## src/rtl/reg_write_arbiter_if.sv

```systemverilog
// Bundle between the two write requesters, the control stall and the register-array write port.
// Handshake: a requester raises valid with stable addr/data and keeps them until ready is seen
// high at a rising edge (valid && ready at the edge is the transfer).
interface reg_write_arbiter_if #(
  parameter int NUM_REGS = 7,
  parameter int DATA_W   = 8
);
  logic                hold;
  logic                req0_valid;
  logic                req0_ready;
  logic [2:0]          req0_addr;
  logic [DATA_W-1:0]   req0_data;
  logic                req1_valid;
  logic                req1_ready;
  logic [2:0]          req1_addr;
  logic [DATA_W-1:0]   req1_data;
  logic [NUM_REGS-1:0] ce;
  logic [DATA_W-1:0]   wdata;
  logic                wr_err;
  logic                grant_id;
  logic [15:0]         wr_count;
  logic [7:0]          err_count;

  modport master (
    output hold, req0_valid, req0_addr, req0_data, req1_valid, req1_addr, req1_data,
    input  req0_ready, req1_ready, ce, wdata, wr_err, grant_id, wr_count, err_count
  );

  modport slave (
    input  hold, req0_valid, req0_addr, req0_data, req1_valid, req1_addr, req1_data,
    output req0_ready, req1_ready, ce, wdata, wr_err, grant_id, wr_count, err_count
  );
endinterface

```

## src/rtl/reg_write_arbiter.sv

```systemverilog
// Round-robin arbiter for the register array write port: one accepted write per cycle,
// one-hot ce pulse the cycle after acceptance, read-only/out-of-range writes dropped and counted.
module reg_write_arbiter #(
  parameter int                  NUM_REGS = 7,
  parameter int                  DATA_W   = 8,
  parameter logic [NUM_REGS-1:0] RO_MASK  = 7'b1000000
) (
  input  logic                clk,
  input  logic                rst,
  reg_write_arbiter_if.slave  bus
);
  localparam int ADDR_W = 3;

  logic                last_grant_q, last_grant_d;
  logic                grant_id_q,   grant_id_d;
  logic [NUM_REGS-1:0] ce_q,         ce_d;
  logic [DATA_W-1:0]   wdata_q,      wdata_d;
  logic                wr_err_q,     wr_err_d;
  logic [15:0]         wr_count_q,   wr_count_d;
  logic [7:0]          err_count_q,  err_count_d;

  logic                ready0, ready1, xfer, sel_id, addr_ok;
  logic [ADDR_W-1:0]   sel_addr;
  logic [DATA_W-1:0]   sel_data;
  logic [NUM_REGS-1:0] onehot;

  // The requester that did not win last time has priority under contention.
  always_comb begin
    ready0 = 1'b0;
    ready1 = 1'b0;
    if (!rst && !bus.hold) begin
      ready0 = bus.req0_valid && (!bus.req1_valid || last_grant_q);
      ready1 = bus.req1_valid && (!bus.req0_valid || !last_grant_q);
    end
  end

  assign xfer     = ready0 || ready1;
  assign sel_id   = ready1;
  assign sel_addr = sel_id ? bus.req1_addr : bus.req0_addr;
  assign sel_data = sel_id ? bus.req1_data : bus.req0_data;

  // Indices with no matching register never set a ce bit and leave addr_ok low.
  always_comb begin
    onehot  = '0;
    addr_ok = 1'b0;
    for (int i = 0; i < NUM_REGS; i++) begin
      if (sel_addr == ADDR_W'(i)) begin
        onehot[i] = 1'b1;
        addr_ok   = !RO_MASK[i];
      end
    end
  end

  always_comb begin
    last_grant_d = last_grant_q;
    grant_id_d   = grant_id_q;
    ce_d         = '0;
    wdata_d      = wdata_q;
    wr_err_d     = 1'b0;
    wr_count_d   = wr_count_q;
    err_count_d  = err_count_q;
    if (xfer) begin
      last_grant_d = sel_id;
      grant_id_d   = sel_id;
      wdata_d      = sel_data;
      if (addr_ok) begin
        ce_d       = onehot;
        wr_count_d = wr_count_q + 16'd1;
      end else begin
        wr_err_d = 1'b1;
        if (err_count_q != 8'hFF) err_count_d = err_count_q + 8'd1;
      end
    end
  end

  always_ff @(posedge clk) begin
    if (rst) begin
      last_grant_q <= 1'b1;
      grant_id_q   <= 1'b0;
      ce_q         <= '0;
      wdata_q      <= '0;
      wr_err_q     <= 1'b0;
      wr_count_q   <= '0;
      err_count_q  <= '0;
    end else begin
      last_grant_q <= last_grant_d;
      grant_id_q   <= grant_id_d;
      ce_q         <= ce_d;
      wdata_q      <= wdata_d;
      wr_err_q     <= wr_err_d;
      wr_count_q   <= wr_count_d;
      err_count_q  <= err_count_d;
    end
  end

  assign bus.req0_ready = ready0;
  assign bus.req1_ready = ready1;
  assign bus.ce         = ce_q;
  assign bus.wdata      = wdata_q;
  assign bus.wr_err     = wr_err_q;
  assign bus.grant_id   = grant_id_q;
  assign bus.wr_count   = wr_count_q;
  assign bus.err_count  = err_count_q;
endmodule
```

## src/flat_wrapper.sv

```systemverilog
// flat-port wrapper written by rule: the top's interface ports become plain ports
module reg_write_arbiter_flat 
#(
  parameter int                  NUM_REGS = 7,
  parameter int                  DATA_W   = 8,
  parameter logic [NUM_REGS-1:0] RO_MASK  = 7'b1000000
)
  (clk, rst, bus_hold, bus_req0_valid, bus_req0_addr, bus_req0_data, bus_req1_valid, bus_req1_addr, bus_req1_data, bus_req0_ready, bus_req1_ready, bus_ce, bus_wdata, bus_wr_err, bus_grant_id, bus_wr_count, bus_err_count);
  reg_write_arbiter_if #(.NUM_REGS(NUM_REGS), .DATA_W(DATA_W)) bus_i ();
  input  logic clk;
  input  logic rst;
  input wire logic [$bits(bus_i.hold)-1:0] bus_hold;
  input wire logic [$bits(bus_i.req0_valid)-1:0] bus_req0_valid;
  input wire logic [$bits(bus_i.req0_addr)-1:0] bus_req0_addr;
  input wire logic [$bits(bus_i.req0_data)-1:0] bus_req0_data;
  input wire logic [$bits(bus_i.req1_valid)-1:0] bus_req1_valid;
  input wire logic [$bits(bus_i.req1_addr)-1:0] bus_req1_addr;
  input wire logic [$bits(bus_i.req1_data)-1:0] bus_req1_data;
  output wire logic [$bits(bus_i.req0_ready)-1:0] bus_req0_ready;
  output wire logic [$bits(bus_i.req1_ready)-1:0] bus_req1_ready;
  output wire logic [$bits(bus_i.ce)-1:0] bus_ce;
  output wire logic [$bits(bus_i.wdata)-1:0] bus_wdata;
  output wire logic [$bits(bus_i.wr_err)-1:0] bus_wr_err;
  output wire logic [$bits(bus_i.grant_id)-1:0] bus_grant_id;
  output wire logic [$bits(bus_i.wr_count)-1:0] bus_wr_count;
  output wire logic [$bits(bus_i.err_count)-1:0] bus_err_count;
  assign bus_i.hold = bus_hold;
  assign bus_i.req0_valid = bus_req0_valid;
  assign bus_i.req0_addr = bus_req0_addr;
  assign bus_i.req0_data = bus_req0_data;
  assign bus_i.req1_valid = bus_req1_valid;
  assign bus_i.req1_addr = bus_req1_addr;
  assign bus_i.req1_data = bus_req1_data;
  assign bus_req0_ready = bus_i.req0_ready;
  assign bus_req1_ready = bus_i.req1_ready;
  assign bus_ce = bus_i.ce;
  assign bus_wdata = bus_i.wdata;
  assign bus_wr_err = bus_i.wr_err;
  assign bus_grant_id = bus_i.grant_id;
  assign bus_wr_count = bus_i.wr_count;
  assign bus_err_count = bus_i.err_count;
  reg_write_arbiter #(.NUM_REGS(NUM_REGS), .DATA_W(DATA_W), .RO_MASK(RO_MASK)) u_core (.clk(clk), .rst(rst), .bus(bus_i));
endmodule
```

## config.mk

```make
export PLATFORM = sky130hd
export DESIGN_NAME = reg_write_arbiter_flat
export DESIGN_NICKNAME = d
export VERILOG_FILES = /design/src/rtl/reg_write_arbiter_if.sv /design/src/rtl/reg_write_arbiter.sv /design/src/flat_wrapper.sv
export SDC_FILE = /design/constraint.sdc
export NUM_CORES = 1
export LEC_CHECK = 0
export ABC_AREA = 1
export BUFFER_PORTS_ARGS = -buffer_cell sky130_fd_sc_hd__clkbuf_2
export CAP_MARGIN = 20
export CORE_MARGIN = 2
export CORE_UTILIZATION = 40
export DETAILED_ROUTE_END_ITERATION = 7
export PLACE_DENSITY = 0.7
export SYNTH_ARGS = -nofsm -noshare
export SYNTH_HDL_FRONTEND = slang
export SYNTH_SLANG_ARGS = --single-unit
```

## constraint.sdc

```tcl
create_clock -name clk -period 4.44 [get_ports clk]
set_clock_uncertainty 0.05 [all_clocks]
set_input_delay 0.888 -clock clk [delete_from_list [all_inputs] [get_ports clk]]
set_output_delay 0.888 -clock clk [all_outputs]
set_load 0.03 [all_outputs]
```

==> key figures, run 1 <==
Layout
  • Final Net Count: 396
  • Area Overhead vs Synth: 23.8%
  • Antenna fix cells: 0
  • FILL cells: 549
  • Share of cells above drive strength 1: 0.228

Die
  • Core Box Area: 0.00507 mm2
  • Die area: 0.00581 mm2
  • Row cnt: 26
  • Die width: 76.3 um
  • Starting density of the core: 0.411
  • Die H: 76.3 um
  • Io pins: 70

Synthesis
  • Syn_area_per_cell: 6.98 um2
  • Seq/Total Area, Yosys: 0.403
  • Adder-cell share of the synthesized area: 0.0120
  • Synth Warn #: 0
  • Syn Nets: 328
  • Top cell type's share of synthesized area: 0.403
  • #FFs+latches synth: 42
  • Top post-synthesis cells by area: dfxtp_1, nand2_1, a21oi_1
  • Distinct cells, synth: 27
  • Post-synthesis mux area share: 0
  • Cells after Synth: 299
  • Synth Area in Compound Gates: 0.104
  • Synth Area in Simple Gates: 0.331
  • Xor-xnor portion of the synthesized cell area: 0.0671
  • Main combinational cell family by area after synthesis: simple AND/OR/NAND/NOR gates
  • Dominant cell type by area after synthesis: dfxtp_1
  • Cell area after synthesis: 0.00209 mm2

STA
  • Max-slew violation count: 0
  • Final setup vio count: 0
  • Fin crit share: 0.712
  • Final hold viol count: 0
  • Relative slew slack: 0.516
  • Post-route minimum period: 3160 ps
  • Worst-Margin Slew: 725 ps
  • Fmax: 316 MHz
  • RSZ-0062 raised after global routing: false
  • Fin Hold WS: 450 ps
  • Setup_tns: 0 ps

Clock network
  • CTS sink cnt: 42
  • CTS tree: done
  • H-tree depth: 2
  • Clk_lat worst skew: 290 ps
  • Worst-path clk slew: 70 ps
  • Cts repair resizes: 0
  • CTS Root Cell: clkbuf_8
  • Inserted Clock Buffers: 5
  • # hold bufs at CTS: 0
  • # Post-CTS Setup Buffers: 0
  • Max Root-Sink Buffers: 2

Power and ir drop
  • PD cells: 301 mW/mm2
  • Peak VDD IR: 0.180 mV
  • Pleak: 1.20 nW

Placed design
  • DP HPWL: 3550 um
  • GPL Wtd Cong: 0.817
  • Port bufs: 69

Global routing
  • Initial antenna violation count: 0
  • First-pass GRT wire length: 8340 um
  • Total gr overflow: 0
  • Largest net degree at the start of global routing: 23
  • Vias in the first global route: 1,891
  • GR Util All Layers: 0.169

Status
  • Status: completed

Drt
  • Drt first pass iters: 4
  • Drt total wl: 4780 um
  • DRT antenna net count: 0
  • Initial drt markers: 133
  • Routed vias/inst: 4.76
  • Wire per inst: 10.9 um
  • DRC viols: 0
  • Via count: 2,087

Setup path
  • FF-to-FF path depth: 7
  • Critical Path RT: 3500 ps
  • Internal reg-to-reg setup slack: 2580 ps
  • End of the worst register-to-register path: u_core.bus.err_count[7]$_SDFFE_PP0P_
  • Critical Path Source Type: input pin
  • Crit path kind: input pin to output pin
  • FF-to-FF Start: u_core.bus.err_count[0]$_SDFFE_PP0P_
  • Max FO, Critical Path: 22
  • Crit. End Element: output pin
  • WP data arrival: 2220 ps

Hold path
  • Hold_sp: u_core.bus.wdata[0]$_SDFFE_PP0N_
  • HP Class: register to register
  • Cell count of the worst hold path: 2
  • WHS Endpoint: u_core.bus.wdata[0]$_SDFFE_PP0N_

Job
  • MaxCap Viol Count: 0
## state kept, by name (all words and copies together) (netlist names)
| name | flops |
|---|---|
| u_core.last_grant_q | 1 |
| u_core.bus.wr_count | 16 |
| u_core.bus.grant_id | 1 |
| u_core.bus.wr_err | 1 |
| u_core.bus.ce | 7 |
| u_core.bus.err_count | 8 |
| u_core.bus.wdata | 8 |
## Yosys cell counts, drive strengths merged
library cell / instances
nor2: 26
buf: 4
o21ai: 6
conb: 1
clkbuf: 4
nor3: 5
nand3b: 1
nand2: 92
dfxtp: 42
clkinv: 2
a21oi: 24
ha: 2
inv: 32
o211ai: 9
xnor2: 4
xor2: 12
nor3b: 1
nand3: 23
nand4: 9
## through the flow
step | area (um2) | cells | total power, mW | util | setup slack [ps]
after global placement | 2480 | 430 | 0.497 | 0.489 | 1340
after CTS | 2590 | 438 | 0.788 | 0.510 | 1280
after floorplan | 2090 | 299 | 0.468 | - | 1890
after global routing | 2590 | 438 | 0.817 | 0.510 | 1150
final | 2590 | 438 | 0.778 | 0.510 | 1280
after detailed placement | 2480 | 430 | 0.498 | 0.489 | 1280
## layer usage
metal | track usage | part of all wire | vias up
met5 | 0 | 0 | -
met4 | 0.0436 | 0.012 | 0
met3 | 0.0367 | 0.051 | 6
met2 | 0.288 | 0.48 | 53
met1 | 0.218 | 0.46 | 929
li1 | - | - | 1099
## layout by cell type, fill, tap and decap left out, drive strengths merged
cell type and count:
a21oi 24, bufinv 1, clkbuf 76, clkinv 2, conb 1, dfxtp 42
ha 2, inv 32, nand2 92, nand3 23, nand3b 1, nand4 9
nor2 26, nor3 5, nor3b 1, o211ai 9, o21ai 6, xnor2 4
xor2 12
## report_power, final
part	total (mW)	internal, mW	switching (mW)
logic	0.0950	0.0289	0.0660
registers	0.394	0.388	0.00674
clock network	0.288	0.168	0.120
## how the worst max path moves through the flow
| stage | startpoint | endpoint | slack (ps) | depth (start not counted) |
|---|---|---|---|---|
| floorplan | bus_hold | bus_req0_ready | 1890 | 3 |
| global placement | rst | bus_req1_ready | 1340 | 5 |
| detailed placement | rst | bus_req1_ready | 1280 | 5 |
| CTS | rst | bus_req1_ready | 1280 | 5 |
| global route | rst | bus_req1_ready | 1150 | 5 |
| finish | rst | bus_req1_ready | 1280 | 5 |
## logic make-up after synthesis
group / after synthesis
buffers and inverters: 42
AOI/OAI and AO/OA: 39
xor gates and xnor gates: 16
adders and majority gates: 2
other: 1
and+or+nand+nor: 157
DFF: 42
## area by class of cell
class                           instances  area [um2]  share of cell area
Clock inverter                          1        30.0              0.0116
Tap cell                               70        87.6              0.0339
Timing Repair Buffer                   69         345               0.134
Multi-Input combinational cell        215        1080               0.417
Clock buffer                            7        76.3              0.0295
Inverter                               34         129              0.0498
Sequential cell                        42         841               0.325
## critical path, cell delays in order
cell and delay, ps:
clkbuf_2 300, nor2_4 250, nand3_2 290, clkinv_1 250, clkbuf_2 240
(Power assumes the default switching activity.)
==> inputs of run 2 (changes only) <==
Settings changed: PLACE_DENSITY 0.7 to 0.72.
Clock period 4.44 ns to 2.6 ns, I/O delays scaled along.
==> key figures, run 2 (same netlist as run 1, synthesis figures left out) <==
Status
  • Status: completed

STA
  • Fin crit share: 0.816
  • Post-route minimum period: 2120 ps
  • Final hold viol count: 0
  • Fin worst setup slack: 479 ps
  • Max-slew violation count: 0
  • Fmax: 471 MHz
  • Setup_tns: 0 ps
  • Final setup vio count: 0
  • RSZ-0062 raised after global routing: false

Drt
  • Via count: 2,108
  • Drt total wl: 4830 um
  • DRT antenna net count: 0
  • Wire per inst: 11.0 um
  • Initial drt markers: 92
  • Drt first pass iters: 4
  • DRC viols: 0
  • Routed vias/inst: 4.79

Clock network
  • Max Root-Sink Buffers: 2
  • # Post-CTS Setup Buffers: 0
  • CTS Root Cell: clkbuf_8
  • H-tree depth: 2
  • CTS tree: done
  • Inserted Clock Buffers: 5
  • Worst-path clk slew: 70 ps
  • CTS sink cnt: 42
  • Clk_lat worst skew: 290 ps
  • Cts repair resizes: 0
  • # hold bufs at CTS: 0

Setup path
  • Critical Path RT: 2030 ps
  • End of the worst register-to-register path: u_core.bus.err_count[7]$_SDFFE_PP0P_
  • WP data arrival: 1550 ps
  • Critical Path Source Type: input pin
  • Max FO, Critical Path: 16
  • FF-to-FF path depth: 7
  • FF-to-FF Start: u_core.bus.err_count[0]$_SDFFE_PP0P_
  • Crit path kind: input pin to output pin
  • Internal reg-to-reg setup slack: 730 ps
  • Crit. End Element: output pin

Die
  • Die width: 76.3 um
  • Core Box Area: 0.00507 mm2
  • Row cnt: 26
  • Die area: 0.00581 mm2
  • Starting density of the core: 0.411
  • Io pins: 70
  • Die H: 76.3 um

Power and ir drop
  • Peak VDD IR: 0.255 mV
  • NetSw: 0.333 mW
  • Clock Power Share: 0.372
  • PD cells: 513 mW/mm2
  • Final total power: 1.33 mW
  • Pleak: 1.21 nW
  • Reg power frac: 0.505
  • Combinational power share: 0.124
  • Int Power: 1.00 mW
  • Sw Ratio: 0.250

Global routing
  • Total gr overflow: 0
  • Initial antenna violation count: 0
  • First-pass GRT wire length: 8280 um
  • Vias in the first global route: 1,967
  • GR Util All Layers: 0.172
  • Largest net degree at the start of global routing: 22

Job
  • MaxCap Viol Count: 0

Hold path
  • HP Class: register to register
  • Hold_sp: u_core.bus.grant_id$_SDFFE_PP0N_
  • Cell count of the worst hold path: 2
  • WHS Endpoint: u_core.bus.grant_id$_SDFFE_PP0N_

Layout
  • Max reg flops: 16
  • Final Net Count: 398
  • Commonest non-fill, non-tap cell in the layout: nand2_1
  • Most frequent cells in the layout: nand2_1, clkbuf_2, dfxtp_1
  • Antenna fix cells: 0
  • Share of cells above drive strength 1: 0.232
  • Area Overhead vs Synth: 24.6%

Placed design
  • DP HPWL: 3660 um
  • GPL Wtd Cong: 0.814
  • Port bufs: 69
  • Pre-CTS WS: 450 ps
[run 2: layout make-up]
class / count / area [um2]
clock inverters: 1 / 30.0
multi-input cells: 215 / 1080
well taps: 70 / 87.6
clock buffers: 7 / 76.3
repair buffers: 71 / 360
flip-flops and latches: 42 / 841
inverters: 34 / 129
fillers: 527 / 2470
[run 2: worst max path at each step]
stage / startpoint / to / cells past startpoint
after floorplan: bus_hold / bus_req0_ready / 3
after global placement: bus_hold / bus_req1_ready / 5
after detailed placement: rst / u_core.bus.wr_count[13]$_SDFFE_PP0P_ / 10
after CTS: rst / bus_req1_ready / 5
after global routing: bus_hold / bus_req1_ready / 5
final: bus_hold / bus_req1_ready / 5
[run 2: critical path, cell delays in order]
cell and delay (ps):
clkbuf_2 100, nor2_4 170, nand3_2 270, clkinv_1 250, clkbuf_2 240
[run 2: power groups by stage]
stage	combinational, mW	sequential (mW)	clock [mW]
after detailed placement	0.165	0.688	0
after global routing	0.181	0.675	0.539
after CTS	0.166	0.673	0.513
final	0.165	0.673	0.496
after floorplan	0.0757	0.723	0
after global placement	0.164	0.688	0
[run 2: metal layers]
metal / track usage / routed length (um) / up-vias
li1: - / - / 1105
met1: 0.199 / 2170 / 959
met2: 0.297 / 2390 / 38
met3: 0.0498 / 211 / 6
met4: 0.0673 / 60 / 0
met5: 0 / 0 / -
[run 2: through the flow]
step / instances / util / hold slack (ps) / cell area, um2
finish: 440 / 0.513 / 444 / 2600
global route: 440 / 0.513 / 468 / 2600
CTS: 440 / 0.513 / 450 / 2600
detailed placement: 432 / 0.492 / 433 / 2490
global placement: 432 / 0.492 / 430 / 2490
floorplan: 299 / - / 436 / 2090
==> inputs of run 3 (changes only) <==
Clock period 2.6 ns to 1.8 ns, I/O delays scaled along.
==> key figures, run 3 (same netlist as run 1, synthesis figures left out) <==
Job
  • MaxCap Viol Count: 0

Setup path
  • WP data arrival: 1310 ps
  • Critical Path Source Type: register
  • Worst-path cell chain: nand2_1 -> nand3_4 -> buf_6 -> clkinv_1 -> clkbuf_2
  • Max FO, Critical Path: 11
  • Crit path kind: register to output pin
  • Critical Path Max Stage Delay: 330 ps
  • Crit. End Element: output pin
  • Critical Path RT: 1390 ps
  • CP max stage cell: dfxtp_1

Layout
  • Antenna fix cells: 0
  • Area Overhead vs Synth: 26.5%
  • Commonest non-fill, non-tap cell in the layout: nand2_1
  • Share of cells above drive strength 1: 0.247
  • Max reg flops: 16
  • Most frequent cells in the layout: nand2_1, clkbuf_2, dfxtp_1
  • Fin area: 0.00264 mm2
  • Final Net Count: 404

Global routing
  • Vias in the first global route: 1,870
  • Largest net degree at the start of global routing: 22
  • GR Util All Layers: 0.175
  • Initial antenna violation count: 0
  • Total gr overflow: 0
  • First-pass GRT wire length: 8390 um

Drt
  • Drt first pass iters: 6
  • Routed vias/inst: 4.73
  • Initial drt markers: 118
  • DRC viols: 0
  • DRT antenna net count: 0
  • Via count: 2,110
  • Met2 WL: 2440 um
  • Drt total wl: 5040 um
  • M1 wire length: 2320 um
  • Highest Signal Layer: met4
  • Wire per inst: 11.3 um
  • Metal3 WL: 200 um

Power and ir drop
  • PD cells: 695 mW/mm2
  • Peak VDD IR: 0.507 mV
  • Pleak: 1.23 nW

Clock network
  • CTS tree: done
  • # hold bufs at CTS: 0
  • Clk_lat worst skew: 300 ps
  • CTS Root Cell: clkbuf_8
  • Inserted Clock Buffers: 5
  • H-tree depth: 2
  • # Post-CTS Setup Buffers: 0
  • CTS sink cnt: 42
  • Max Root-Sink Buffers: 2
  • Worst-path clk slew: 70 ps

Die
  • Io pins: 70
  • Die H: 76.3 um
  • Core Box Area: 0.00507 mm2
  • Die width: 76.3 um
  • Starting density of the core: 0.411
  • Die area: 0.00581 mm2
  • Row cnt: 26

STA
  • Fmax: 581 MHz
  • Post-route minimum period: 1720 ps
  • Fin crit share: 0.956
  • Setup_tns: 0 ps
  • Final setup vio count: 0
  • Final hold viol count: 0
  • Max-slew violation count: 0

Hold path
  • HP Class: input pin to register

Placed design
  • Placed cell area: 0.00254 mm2
  • Port bufs: 69
  • DP HPWL: 3770 um
  • GPL Wtd Cong: 0.858

Status
  • Status: completed
==> run 3: path summary, 6_finish.rpt <==
check | startpoint | endpoint | slack, ps | depth (start not counted)
worst min-delay path | bus_req1_data[1] | u_core.bus.wdata[1]$_SDFFE_PP0N_ | 340 | 5
worst max register to register | u_core.last_grant_q$_SDFFE_PP1N_ | u_core.bus.err_count[3]$_SDFFE_PP0P_ | 220 | 8
worst max-delay path | u_core.last_grant_q$_SDFFE_PP1N_ | bus_req1_ready | 80 | 5
worst min register to register | u_core.bus.wdata[0]$_SDFFE_PP0N_ | u_core.bus.wdata[0]$_SDFFE_PP0N_ | 450 | 2
==> run 3: per-stage QoR <==
step / hold WS [ps] / setup slack, ps / std cells / total power, mW / util
floorplan: 436 / 33.2 / 299 / 1.15 / -
global placement: 427 / 122 / 438 / 1.24 / 0.500
detailed placement: 432 / 67.0 / 438 / 1.24 / 0.500
CTS: 338 / 51.7 / 446 / 1.86 / 0.518
global route: 374 / -16.4 / 446 / 1.93 / 0.521
finish: 344 / 79.6 / 446 / 1.84 / 0.521
==> run 3: where the power goes <==
part	internal, mW	switching, mW
Clock	0.309	0.306
Combinational	0.0816	0.167
Sequential	0.956	0.0160
==> run 3: layer usage <==
metal  vias up  global-route usage
li1       1111                   -
met2        48               0.298
met3         8              0.0427
met4         0              0.0655
met1       943               0.214
met5         -                   0
==> run 3: cell type report <==
class	instances	area (um2)
clock buffer	7	86.3
clock inverter	1	5.00
fill	513	2430
inverter	34	129
multi-input combinational	215	1080
sequential	42	841
tap	70	87.6
timing repair buffer	77	409
==> run 3: repair_timing <==
| action | in CTS | in global routing |
|---|---|---|
| resized for setup | 0 | 2 |
| setup endpoints to repair | 0 | 1 |
| endpoints found under the hold margin | 0 | 0 |
==> run 3: critical path: cells and delay by family (launching register included) <==
kind                   cells  cell delay [ps]
buffers and inverters      3              410
AND/OR/NAND/NOR            2              280
flip-flops                 1              330
